==> src/rtl/evt_pkg.sv <==
// -----------------------------------------------------------------------------
// evt_pkg
// Shared constants, the AER event word layout and small encode helpers for
// the event packetizer slice.
//   GRID_DIM  : pixels per side of the full array (16)
//   GRP_DIM   : groups per side of the array (4)
//   GRP_CNT   : number of groups (16)
//   EVT_TS_W  : timestamp width of the reference event word (32)
//   evt_word_t: {polarity, y[3:0], x[3:0], ts}
// -----------------------------------------------------------------------------
package evt_pkg;

    localparam int GRID_DIM = 16;
    localparam int GRP_DIM  = 4;
    localparam int GRP_CNT  = 16;
    localparam int EVT_TS_W = 32;

    typedef struct packed {
        logic                polarity;
        logic [3:0]          y;
        logic [3:0]          x;
        logic [EVT_TS_W-1:0] ts;
    } evt_word_t;

    // Index of the lowest set bit; 0 when no bit is set.
    function automatic logic [3:0] onehot16_to_idx(input logic [GRP_CNT-1:0] vec);
        logic [3:0] idx;
        idx = 4'd0;
        // Scan downwards so the lowest set bit is the last one written.
        for (int i = GRP_CNT - 1; i >= 0; i--) begin
            if (vec[i]) begin
                idx = 4'(i);
            end else begin
                idx = idx;
            end
        end
        return idx;
    endfunction

    // True when more than one bit of the vector is set.
    function automatic logic multi_hot16(input logic [GRP_CNT-1:0] vec);
        return (vec & (vec - 16'd1)) != 16'd0;
    endfunction

endpackage

==> src/rtl/evt_fifo.sv <==
// -----------------------------------------------------------------------------
// evt_fifo
// Synchronous show-ahead FIFO: the head entry is always visible on rd_data.
// A push into a full FIFO is accepted only when a pop happens in the same
// cycle. A pop on an empty FIFO is ignored.
// Ports:
//   clk, rst_n : clock (rising edge), asynchronous active-low reset
//   push       : write wr_data at the end of this cycle
//   wr_data    : word to write
//   pop        : retire the head entry at the end of this cycle
//   rd_data    : current head entry (valid when !empty)
//   full/empty : occupancy flags
//   level      : current number of stored entries
// -----------------------------------------------------------------------------
module evt_fifo #(
    parameter  int WIDTH = 41,
    parameter  int DEPTH = 8,
    localparam int AW    = $clog2(DEPTH)
) (
    input  logic             clk,
    input  logic             rst_n,
    input  logic             push,
    input  logic [WIDTH-1:0] wr_data,
    input  logic             pop,
    output logic [WIDTH-1:0] rd_data,
    output logic             full,
    output logic             empty,
    output logic [AW:0]      level
);

    // Pointers carry one extra wrap bit above the index bits.
    logic [AW:0]      wr_ptr_r;
    logic [AW:0]      rd_ptr_r;
    logic [WIDTH-1:0] mem_r [DEPTH];
    logic             push_ok_s;
    logic             pop_ok_s;

    // Occupancy flags, accepted-operation qualifiers and head read-out.
    always_comb begin
        empty     = (wr_ptr_r == rd_ptr_r);
        full      = (wr_ptr_r[AW-1:0] == rd_ptr_r[AW-1:0]) && (wr_ptr_r[AW] != rd_ptr_r[AW]);
        level     = wr_ptr_r - rd_ptr_r;
        pop_ok_s  = pop && !empty;
        push_ok_s = push && (!full || pop_ok_s);
        rd_data   = mem_r[rd_ptr_r[AW-1:0]];
    end

    // Pointer update.
    always_ff @(posedge clk or negedge rst_n) begin
        if (!rst_n) begin
            wr_ptr_r <= '0;
            rd_ptr_r <= '0;
        end else begin
            if (push_ok_s) begin
                wr_ptr_r <= wr_ptr_r + (AW+1)'(1);
            end
            if (pop_ok_s) begin
                rd_ptr_r <= rd_ptr_r + (AW+1)'(1);
            end
        end
    end

    // Storage; cleared on reset so no stale word is ever presented.
    always_ff @(posedge clk or negedge rst_n) begin
        if (!rst_n) begin
            for (int i = 0; i < DEPTH; i++) begin
                mem_r[i] <= '0;
            end
        end else if (push_ok_s) begin
            mem_r[wr_ptr_r[AW-1:0]] <= wr_data;
        end
    end

endmodule

==> src/rtl/event_packetizer.sv <==
// -----------------------------------------------------------------------------
// event_packetizer
// Turns each new pixel grant from the 16-group hierarchy into one AER event
// word {polarity, y, x, timestamp}, queues it in a show-ahead FIFO and drains
// it over a valid/ready stream.
// Build option: define EVT_DROP_CNT_EN to build the saturating drop counter;
// otherwise drop_cnt is tied to zero.
// Ports:
//   clk, rst_n      : clock (rising edge), asynchronous active-low reset
//   gnt_o           : group grant, one-hot, [grp_row][grp_col]
//   in_gnt_o        : pixel grant inside the granted group
//   in_x_add/in_y_add : pixel column/row inside the group
//   timestamp_in, polarity_in : attributes of the granted pixel
//   evt_valid/evt_ready/evt_data : output event stream (FIFO head)
//   fifo_level      : FIFO occupancy
//   overflow        : sticky, event dropped on a full FIFO
//   grant_err       : sticky, more than one group granted in a cycle
//   clr_flags       : synchronous clear of overflow, grant_err, drop_cnt
//   drop_cnt        : dropped-event count (zero when the counter is not built)
// -----------------------------------------------------------------------------
module event_packetizer
    import evt_pkg::*;
#(
    parameter  int TS_W       = 32,
    parameter  int FIFO_DEPTH = 8,
    localparam int DATA_W     = TS_W + 9,
    localparam int LVL_W      = $clog2(FIFO_DEPTH) + 1
) (
    input  logic              clk,
    input  logic              rst_n,
    input  logic [3:0][3:0]   gnt_o,
    input  logic [3:0][3:0]   in_gnt_o,
    input  logic [1:0]        in_x_add,
    input  logic [1:0]        in_y_add,
    input  logic [TS_W-1:0]   timestamp_in,
    input  logic              polarity_in,
    output logic              evt_valid,
    input  logic              evt_ready,
    output logic [DATA_W-1:0] evt_data,
    output logic [LVL_W-1:0]  fifo_level,
    output logic              overflow,
    output logic              grant_err,
    input  logic              clr_flags,
    output logic [15:0]       drop_cnt
);

    logic [GRP_CNT-1:0] gnt_flat_s;
    logic               hit_s;
    logic [3:0]         gidx_s;
    logic [3:0]         x_s;
    logic [3:0]         y_s;
    logic [11:0]        tag_s;
    logic               new_evt_s;
    logic               multi_s;
    logic [DATA_W-1:0]  word_s;
    logic               pop_s;
    logic               drop_s;
    logic               fifo_full_s;
    logic               fifo_empty_s;

    logic               prev_hit_r;
    logic [11:0]        prev_tag_r;
    logic               overflow_r;
    logic               grant_err_r;

    // Address formation, new-event detection and drop decision.
    always_comb begin
        gnt_flat_s = gnt_o;
        hit_s      = (|gnt_flat_s) && (|in_gnt_o);
        gidx_s     = onehot16_to_idx(gnt_flat_s);
        x_s        = {gidx_s[1:0], in_x_add};
        y_s        = {gidx_s[3:2], in_y_add};
        tag_s      = {gidx_s, x_s, y_s};
        // A held grant matches the stored tag and so produces a single event.
        new_evt_s  = hit_s && (!prev_hit_r || (tag_s != prev_tag_r));
        multi_s    = multi_hot16(gnt_flat_s);
        word_s     = {polarity_in, y_s, x_s, timestamp_in};
        evt_valid  = !fifo_empty_s;
        pop_s      = evt_valid && evt_ready;
        // A simultaneous pop frees the slot, so only an unpopped full FIFO drops.
        drop_s     = new_evt_s && fifo_full_s && !pop_s;
        overflow   = overflow_r;
        grant_err  = grant_err_r;
    end

    // Previous-cycle grant state for edge detection.
    always_ff @(posedge clk or negedge rst_n) begin
        if (!rst_n) begin
            prev_hit_r <= 1'b0;
            prev_tag_r <= 12'd0;
        end else begin
            prev_hit_r <= hit_s;
            prev_tag_r <= tag_s;
        end
    end

    // Sticky status flags; a set condition overrides a same-cycle clear.
    always_ff @(posedge clk or negedge rst_n) begin
        if (!rst_n) begin
            overflow_r  <= 1'b0;
            grant_err_r <= 1'b0;
        end else begin
            overflow_r  <= drop_s  ? 1'b1 : (clr_flags ? 1'b0 : overflow_r);
            grant_err_r <= multi_s ? 1'b1 : (clr_flags ? 1'b0 : grant_err_r);
        end
    end

`ifdef EVT_DROP_CNT_EN
    logic [15:0] drop_cnt_r;

    // Saturating drop counter; a drop in a clearing cycle restarts it at one.
    always_ff @(posedge clk or negedge rst_n) begin
        if (!rst_n) begin
            drop_cnt_r <= 16'd0;
        end else if (drop_s) begin
            drop_cnt_r <= clr_flags ? 16'd1 :
                          ((drop_cnt_r == 16'hFFFF) ? drop_cnt_r : drop_cnt_r + 16'd1);
        end else if (clr_flags) begin
            drop_cnt_r <= 16'd0;
        end
    end

    assign drop_cnt = drop_cnt_r;
`else
    assign drop_cnt = 16'h0;
`endif

    evt_fifo #(
        .WIDTH (DATA_W),
        .DEPTH (FIFO_DEPTH)
    ) u_fifo (
        .clk     (clk),
        .rst_n   (rst_n),
        .push    (new_evt_s),
        .wr_data (word_s),
        .pop     (pop_s),
        .rd_data (evt_data),
        .full    (fifo_full_s),
        .empty   (fifo_empty_s),
        .level   (fifo_level)
    );

endmodule

==> config.mk <==
export PLATFORM = sky130hd
export DESIGN_NAME = event_packetizer
export DESIGN_NICKNAME = d
export VERILOG_FILES = /design/src/rtl/evt_pkg.sv /design/src/rtl/evt_fifo.sv /design/src/rtl/event_packetizer.sv
export SDC_FILE = /design/constraint.sdc
export NUM_CORES = 1
export LEC_CHECK = 0
export BUFFER_PORTS_ARGS = -buffer_cell sky130_fd_sc_hd__buf_4
export CAP_MARGIN = 20
export CORE_MARGIN = 5
export CORE_UTILIZATION = 60
export DETAILED_ROUTE_END_ITERATION = 16
export PLACE_DENSITY = 0.8
export RECOVER_POWER = 100
export SETUP_SLACK_MARGIN = 0.1
export SLEW_MARGIN = 25
export SYNTH_ARGS = -nofsm -noshare
export SYNTH_HDL_FRONTEND = slang
export SYNTH_HIERARCHICAL = 1
export SYNTH_SLANG_ARGS = --single-unit
==> constraint.sdc <==
create_clock -name clk -period 6.41 [get_ports clk]
set_input_delay 0.641 -clock clk [delete_from_list [all_inputs] [get_ports clk]]
set_output_delay 0.641 -clock clk [all_outputs]
set_load 0.02 [all_outputs]
==> results_dict.tcl, run 1 <==
set metrics [dict create \
    r2r_start "u_fifo/rd_ptr_r[1]" \
    slew_violations 305 \
    synth_edf_count 0 \
    dr.pass1.iters 4 \
    path_clk_slew_ps 60 \
    setup_violations 0 \
    grt-ovfl-total 0 \
    ys_ff_latch 347 \
    postCtsHoldBufs 0 \
    syn-cell-area_sq_um 16400 \
    rows 60 \
    grt_start_max_net_pins 152 \
    clkPwrFrac 0.200 \
    max_freq_ghz 0.196 \
    dpl.hpwl_um 19000 \
    postCtsSetupBuffers 0 \
    synth_cell_types 62 \
    clockRootBuffer "clkbuf_16" \
    route.detailed.drc 0 \
    grt_use_total 0.223 \
    synth-main-ff-cell "dfrtp_1" \
    min_from "timestamp_in[9]" \
    crit_type "flop to flop" \
    drtAntennaViolNets 0 \
    cap_violations 7 \
    start_kind "flop" \
    arrival_ps 5480 \
    yosysWarningCount 6 \
    rrSetupSlack_ps 1310 \
    cts-resized-gates 0 \
    p_sw_uw 3650 \
    fin_worst_skew_ps 20.4 \
    synth-seq-area-share 0.528 \
    start_util 0.610 \
    num_vias 9332 \
    core_area_sq_um 27000 \
    p_leak_uw 0.00797 \
    cts_tree "built" \
    pwr-share-comb 0.434 \
    pin_count 137 \
    highest_layer "met4" \
    fill_cells 1907 \
    die_h_um 175 \
    timing.setup.tns_ps 0 \
    syn_to_final_growth_pct 10.7 \
    synth-async-reset-ratio 1.00 \
    drt-met1-wl_um 13900 \
    wl_met2_um 16700 \
    hp-class "primary input to flop" \
    internal_power_uw 7020 \
    cp.required_ps 6790 \
    path_max_fanout 41 \
    grt_pass1_vias 10200 \
    placed_cells 1495 \
    syn_inst 1092 \
    cts.sinks 347 \
    seqPwrFrac 0.366 \
    antenna_found_initial 0 \
    final_layout_size_suffix_gt1_frac 0.446 \
    outcome "finished, violations left" \
    post_drt_via_cell_ratio 5.98 \
    hold_viol 0 \
    design.die.area_sq_um 30800 \
    tightest_slew_ps 3770 \
    p_sw_frac 0.342 \
    synth_area_leader_cell "dfrtp_1" \
    clk_latency_ps 520 \
    endpoint_kind "flop" \
    n_antenna_cell 0 \
    grt_pass1_wl_um 55700 \
    period_needed_ps 5100 \
    finalNonFillerCells 1560 \
    nets 1272 \
    slew_headroom -1.51 \
    totalWireLength_um 33100 \
    violations "capacitance limit, slew limit" \
    die_w_um 175 \
    gp_congestion 0.826 \
    syn_area_per_cell_sq_um 15.0 \
    min_period_over_period 0.796 \
    synthTopCellsByArea "dfrtp_1, mux2_2, mux4_2, nand2_1, mux2_1" \
    grt_setup_unrepaired "false" \
    power_density_nw_per_um2 586 \
    drt_iter0_drc 625 \
    ir_drop_mv 0.277 \
    post_drt_wl_per_cell_um 21.2 \
    met3WireLength_um 2020 \
    synth_top_area_share 0.528 \
    cts_max_level 2 \
    clockBufferDepth 3 \
    critPathLaunch "u_fifo/rd_ptr_r[1]" \
    portBuffers 120 \
    cts_made_buffers 37 \
]
final timing paths:
kind,end,cells past startpoint
max,u_fifo/mem_r[92],8
min,u_fifo/mem_r[255],2
max reg2reg,u_fifo/mem_r[92],8
min reg2reg,u_fifo/mem_r[181],1
max in group asynchronous,u_fifo/mem_r[33],2
min in group asynchronous,u_fifo/mem_r[69],1
area by class of cell:
cell class              count  area, sq um  share of cell area
well taps                 341          427              0.0234
clock buffers              55         1140              0.0624
clock inverters            10          110             0.00605
flip-flops and latches    347         8690               0.478
multi-input cells         666         7010               0.385
inverters                  14         52.6             0.00289
repair buffers            127          772              0.0424
through the flow:
step                total power, uW  cell area [sq um]   util  worst slack [ps]  hold slack, ps
floorplan                      7520              16500      -              3190             345
global placement               8640              17200  0.639              2230             468
finish                        10700              18200  0.675              1310             399
detailed placement             8840              17200  0.639              2100             479
CTS                           11000              18500  0.685              2080            81.8
global route                  11400              18200  0.675              1030             397
cells in the mapped netlist, types with 2 or more instances:
library cell and n:
mux2_2 306, buf_6 20, or3_1 3, maj3_1 3
nand4_1 3, mux4_2 82, or2_2 3, nand3b_4 2
nand3_1 5, a221oi_1 2, buf_8 12, buf_4 17
nor2_1 10, nand2_1 128, o21bai_1 2, nand3_4 2
o21a_1 2, mux2_1 24, inv_1 13, o21ai_0 2
ha_1 5, a21oi_1 2, clkbuf_1 16, clkbuf_8 2
xor2_1 5, buf_1 4, nand4b_4 2, or4_1 3
nor2b_1 4, dfrtp_1 347, nor3_1 4, nand4_4 2
and3_1 3, buf_2 9, nor4_1 8, xnor2_1 9
cell families (layout without fill, tap and decap cells):
family	Yosys count	count (layout)	synth area share
multiplexers	412	412	0.339
other	1	16	0.000228
flip-flops	347	347	0.528
XOR/XNOR	15	15	0.00845
AO/OA/AOI/OAI	24	24	0.0131
buffers and inverters	94	206	0.0446
adder cells (fa/ha/maj)	9	9	0.00685
AND/OR/NAND/NOR	190	190	0.0598
power groups by stage:
stage                     clock [uW]  combinational [uW]  sequential [uW]
after floorplan                    0                3890             3630
after detailed placement           0                4900             3940
after global placement             0                4780             3860
after CTS                       2190                4930             3920
after global routing            2290                5020             4040
final                           2140                4630             3910
registers in the layout, summed over array words and instances (netlist names):
register	count
prev_tag_r	8
u_fifo/wr_ptr_r	4
prev_hit_r	1
grant_err	1
u_fifo/mem_r	328
u_fifo/rd_ptr_r	4
overflow	1
critical path: stages (launching register included):
cell and delay [ps]:
dfrtp_1 1000, inv_1 130, ha_1 350, nand4_1 180
inv_1 90, nor2b_1 260, or3_1 550, nand4_2 1490
mux2_1 880
per-layer routing:
layer | GRT usage | up-vias
li1 | - | 4160
met1 | 0.317 | 4882
met2 | 0.365 | 245
met3 | 0.0383 | 45
met4 | 0.0572 | 0
met5 | 0 | -
cell usage in the layout, fill, tap and decap left out, drive strengths merged, types with 3 or more instances in the layout:
cell    instances
and3            3
buf            74
clkbuf        108
clkinv          6
conb           16
dfrtp         347
ha              5
inv            16
maj3            3
mux2          330
mux4           82
nand2         128
nand3           7
nand3b          3
nand4           5
nor2           10
nor2b           4
nor3            4
nor4           10
o21ai           3
or2             3
or3             4
or4             4
xnor2          10
xor2            5
Note: power is estimated with default switching activity, not from simulation.
==> run 2: changes to the inputs <==
==> constraint.sdc (replaced) <==
create_clock -name clk -period 4.7 [get_ports clk]
set_input_delay 0.47 -clock clk [delete_from_list [all_inputs] [get_ports clk]]
set_output_delay 0.47 -clock clk [all_outputs]
set_load 0.02 [all_outputs]
==> run 2 against run 1 <==
The flow still finishes with violations (capacitance limit, slew limit). Combinational power grew 39%. Setup slack lost 740 ps. Sequential share of layout area is essentially flat. Final cell count shrank 0.19%. Power grew 36%. Worst hold slack lost 160 ps. Critical path depth shrank 3. Global-route usage shrank 0.43 points. First-iteration DRC count shrank 14%.
==> results_dict.tcl, run 2 (synthesis gave the netlist of run 1 again) <==
set metrics [dict create \
    cts_made_buffers 37 \
    clockBufferDepth 3 \
    violations "capacitance limit, slew limit" \
    start_util 0.610 \
    tightest_slew_ps 2890 \
    nets 1274 \
    cts.sinks 347 \
    post_drt_via_cell_ratio 5.99 \
    grt_pass1_wl_um 54900 \
    cts-resized-gates 0 \
    largest_reg_flops 328 \
    portBuffers 120 \
    setup_violations 0 \
    path_max_fanout 65 \
    antenna_found_initial 0 \
    core_area_sq_um 27000 \
    cap_violations 3 \
    endpoint_kind "output pin" \
    rows 60 \
    post_drt_wl_per_cell_um 21.1 \
    gp_congestion 0.838 \
    fill_cells 1885 \
    grt_start_max_net_pins 128 \
    grt_pass1_vias 10200 \
    totalWireLength_um 32900 \
    syn_to_final_growth_pct 10.7 \
    die_w_um 175 \
    route.detailed.drc 0 \
    p_leak_uw 0.00794 \
    grt_use_total 0.219 \
    ir_drop_mv 0.387 \
    outcome "finished, violations left" \
    die_h_um 175 \
    max_freq_ghz 0.242 \
    hold_viol 0 \
    clockRootBuffer "clkbuf_16" \
    min_period_over_period 0.879 \
    cp.required_ps 4230 \
    start_kind "flop" \
    drtAntennaViolNets 0 \
    slew_violations 221 \
    cts_tree "built" \
    cts_max_level 2 \
    fin_worst_skew_ps 22.3 \
    power_density_nw_per_um2 797 \
    path_clk_slew_ps 60 \
    top_regs "u_fifo/mem_r (328), prev_tag_r (8)" \
    dpl.hpwl_um 18800 \
    arrival_ps 3660 \
    timing.setup.tns_ps 0 \
    largest_register "u_fifo/mem_r" \
    postCtsSetupBuffers 0 \
    final_layout_size_suffix_gt1_frac 0.440 \
    design.die.area_sq_um 30800 \
    drt_iter0_drc 536 \
    period_needed_ps 4130 \
    grt_setup_unrepaired "false" \
    slew_headroom -0.929 \
    crit_type "flop to output pin" \
    hp-class "primary input to flop" \
    final_cell_mix "dfrtp_1, mux2_2, nand2_1, mux4_2, buf_4" \
    p_total_uw 14500 \
    n_antenna_cell 0 \
    grt-ovfl-total 0 \
    clk_latency_ps 510 \
    dr.pass1.iters 4 \
    mostFrequentLayoutCell "dfrtp_1" \
    pin_count 137 \
    num_vias 9324 \
]
run 2: path summary, 6_finish.rpt:
check | from | to | slack [ps] | cells after the start
max | u_fifo/rd_ptr_r[1] | evt_data[35] | 570 | 5
max reg2reg | u_fifo/wr_ptr_r[2] | u_fifo/mem_r[90] | 740 | 7
min | timestamp_in[13] | u_fifo/mem_r[95] | 230 | 2
min reg2reg | u_fifo/mem_r[46] | u_fifo/mem_r[46] | 480 | 1
max in group asynchronous | rst_n | u_fifo/mem_r[96] | 1060 | 3
min in group asynchronous | rst_n | u_fifo/mem_r[69] | 510 | 2
run 2: metal layers:
metal	global-route usage	wire, um	vias to the layer above
met5	0	0	-
met4	0.0523	533	0
met3	0.0441	2110	39
met2	0.358	16000	242
met1	0.309	14300	4869
li1	-	-	4174
run 2: what timing repair did:
action,4_1_cts,5_1_grt
hold endpoints to repair,67,0
setup endpoints to repair,0,0
hold buffers,1,0
run 2: power breakdown:
part / internal, uW / total (uW) / switching, uW
Combinational: 3320 / 6430 / 3100
Sequential: 4460 / 5240 / 777
Clock: 1720 / 2820 / 1110
Total: 9500 / 14500 / 4990
run 2: cell type report:
| cell class | count | area [sq um] | share of cell area |
|---|---|---|---|
| well taps | 341 | 427 | 0.0234 |
| inverters | 14 | 52.6 | 0.00289 |
| flip-flops and latches | 347 | 8690 | 0.478 |
| clock inverters | 4 | 77.6 | 0.00426 |
| clock buffers | 56 | 1100 | 0.0604 |
| multi-input cells | 666 | 7050 | 0.388 |
| repair buffers | 129 | 795 | 0.0437 |
run 2: worst max-delay path, cell delays in order, from the launching register on:
cell	delay (ps)
dfrtp_4	650
clkbuf_2	1470
mux4_2	500
nand2_1	60
nand2_1	170
clkbuf_1	260
run 2: stage by stage:
stage / hold slack [ps] / setup WS (ps) / instances / area (sq um) / util
CTS: 141 / 641 / 1557 / 18400 / 0.684
global placement: 468 / 800 / 1496 / 17200 / 0.640
finish: 234 / 569 / 1557 / 18200 / 0.675
floorplan: 174 / 1650 / 1107 / 16500 / -
detailed placement: 474 / 697 / 1496 / 17200 / 0.640
global route: 231 / 275 / 1557 / 18200 / 0.675
==> run 3: changes to the inputs <==
--- a/config.mk
+++ b/config.mk
@@ -7,10 +7,12 @@
 export LEC_CHECK = 0
 export BUFFER_PORTS_ARGS = -buffer_cell sky130_fd_sc_hd__buf_4
 export CAP_MARGIN = 20
+export CELL_PAD_IN_SITES_DETAIL_PLACEMENT = 1
+export CELL_PAD_IN_SITES_GLOBAL_PLACEMENT = 1
 export CORE_MARGIN = 5
-export CORE_UTILIZATION = 60
+export CORE_UTILIZATION = 51
 export DETAILED_ROUTE_END_ITERATION = 16
-export PLACE_DENSITY = 0.8
+export PLACE_DENSITY_LB_ADDON = 0.1
 export RECOVER_POWER = 100
 export SETUP_SLACK_MARGIN = 0.1
 export SLEW_MARGIN = 25
==> run 3 against run 2 <==
The run still ends with capacitance limit, slew limit left. Sequential share of layout area shrank 0.45 points. Wire length is 14% higher. Global-route usage down 0.22 points. Final cell count up 4.6%. Critical endpoint is now u_fifo/mem_r[26].
==> results_dict.tcl, run 3 (synthesis gave the netlist of run 1 again) <==
set metrics [dict create \
    clockBufferDepth 3 \
    cts_tree "built" \
    power_density_nw_per_um2 801 \
    dpl.hpwl_um 21500 \
    p_leak_uw 0.00799 \
    top_regs "u_fifo/mem_r (328), prev_tag_r (8)" \
    hp-class "primary input to flop" \
    drtAntennaViolNets 0 \
    slew_headroom -0.798 \
    crit_chain "ha_1 -> nand4_1 -> inv_1 -> nor2b_1 -> clkbuf_1 -> or3_1 -> clkbuf_1 -> nand3_4 -> mux2_2" \
    clk_latency_ps 520 \
    totalWireLength_um 37500 \
    cts_max_level 2 \
    holdPathEnd "u_fifo/mem_r[93]" \
    final_cell_mix "dfrtp_1, mux2_2, nand2_1, mux4_2, buf_4" \
    cts_made_buffers 39 \
    syn_to_final_growth_pct 11.8 \
    min_from "timestamp_in[11]" \
    antenna_found_initial 0 \
    final_layout_size_suffix_gt1_frac 0.443 \
    fin_worst_skew_ps 15.7 \
    cp_slowest_stage_delay_ps 720 \
    arrival_ps 4500 \
    largest_register "u_fifo/mem_r" \
    slew_violations 188 \
    max_freq_ghz 0.243 \
    cp_slowest_cell "dfrtp_1" \
    largest_reg_flops 328 \
    drt_iter0_drc 422 \
    mostFrequentLayoutCell "dfrtp_1" \
    grt_setup_unrepaired "false" \
    path_max_fanout 42 \
    gp_congestion 0.781 \
    ir_drop_mv 0.472 \
    core_area_sq_um 31700 \
    outcome "finished, violations left" \
    post_dp_cell_area_sq_um 17400 \
    grt_start_max_net_pins 104 \
    die_w_um 190 \
    cts-resized-gates 0 \
    worstHoldPathCells 2 \
    dr.pass1.iters 4 \
    rr_worst_depth 9 \
    cp.required_ps 5090 \
    post_drt_via_cell_ratio 5.78 \
    post_drt_wl_per_cell_um 23.0 \
    die_h_um 190 \
    fill_cells 3037 \
    nets 1280 \
    num_vias 9415 \
    n_antenna_cell 0 \
    violations "capacitance limit, slew limit" \
    finalInstanceArea_sq_um 18400 \
    start_kind "flop" \
    grt_pass1_wl_um 62200 \
    pin_count 137 \
    min_period_over_period 0.875 \
    crit_path_frequent_cell "clkbuf_1" \
    period_needed_ps 4110 \
    postCtsHoldBufs 0 \
    postCtsSetupBuffers 0 \
    tightest_slew_ps 2700 \
    timing.setup.tns_ps 0 \
    rows 65 \
    cts.sinks 347 \
    r2r_start "u_fifo/wr_ptr_r[2]" \
    design.die.area_sq_um 35900 \
    grt_use_total 0.217 \
    hold_viol 0 \
    clockRootBuffer "clkbuf_16" \
    start_util 0.518 \
    setup_violations 0 \
    grt_pass1_vias 10800 \
    crit_type "flop to flop" \
    route.detailed.drc 0 \
    portBuffers 120 \
    grt-ovfl-total 0 \
    rrSetupSlack_ps 590 \
    rr_endpoint "u_fifo/mem_r[26]" \
    endpoint_kind "flop" \
    path_clk_slew_ps 60 \
    cap_violations 2 \
]
-- run 3: cell count changes in the layout (fill, tap and decap cells not counted), sizes merged --
cell,previous run,this run
bufinv,2,1
inv,16,14
clkinv,0,4
clkbuf,110,121
dlygate4sd3,1,0
-- run 3: cell type report --
class	instances	area [sq um]	share of cell area
inverter	14	52.6	0.00286
multi-input combinational	666	7050	0.384
tap	402	503	0.0274
clock inverter	5	50.0	0.00272
sequential	347	8690	0.473
timing repair buffer	133	835	0.0454
clock buffer	62	1180	0.0645
-- run 3: where the power goes --
group / internal (uW) / switching, uW
combinational: 3310 / 3260
sequential: 4470 / 751
clock: 1770 / 1150
total: 9540 / 5160
-- run 3: through the flow --
step           worst slack, ps  power, uW   util  instances  hold slack, ps
4_1_cts                    731      15300  0.587       1629            36.8
6_report                   588      14700  0.579       1629             238
3_5_place_dp               589      12300  0.548       1562             479
2_1_floorplan             1650      10300      -       1107             174
5_1_grt                    350      15700  0.579       1629             218
3_3_place_gp               601      12000  0.547       1560             469
-- run 3: worst max-delay path by stage --
stage                                   from                 to  slack [ps]  cells past startpoint
after global routing      u_fifo/wr_ptr_r[0]   u_fifo/mem_r[26]         350                     10
final                     u_fifo/wr_ptr_r[2]   u_fifo/mem_r[26]         590                      9
after global placement             gnt_o[10]   u_fifo/mem_r[96]         600                     10
after detailed placement           gnt_o[10]  u_fifo/mem_r[314]         590                     10
after floorplan                     gnt_o[1]  u_fifo/mem_r[133]        1650                     11
after CTS                 u_fifo/wr_ptr_r[2]  u_fifo/mem_r[314]         730                      8
-- run 3: worst max-delay path, delay by kind of cell (launching register included) --
family	cells	cell delay (ps)
adders and majority gates	1	390
buffers and inverters	3	630
and+or+nand+nor	4	1660
DFF	1	720
muxes	1	560
-- run 3: layer usage --
layer  routed length (um)  vias to the layer above  GRT usage  share of wire
li1                     -                     4170          -              -
met1                16700                     5036      0.294           0.44
met2                18900                      163      0.376           0.50
met3                 1330                       46     0.0319          0.035
met4                  580                        0     0.0456          0.015
met5                    0                        -          0              0
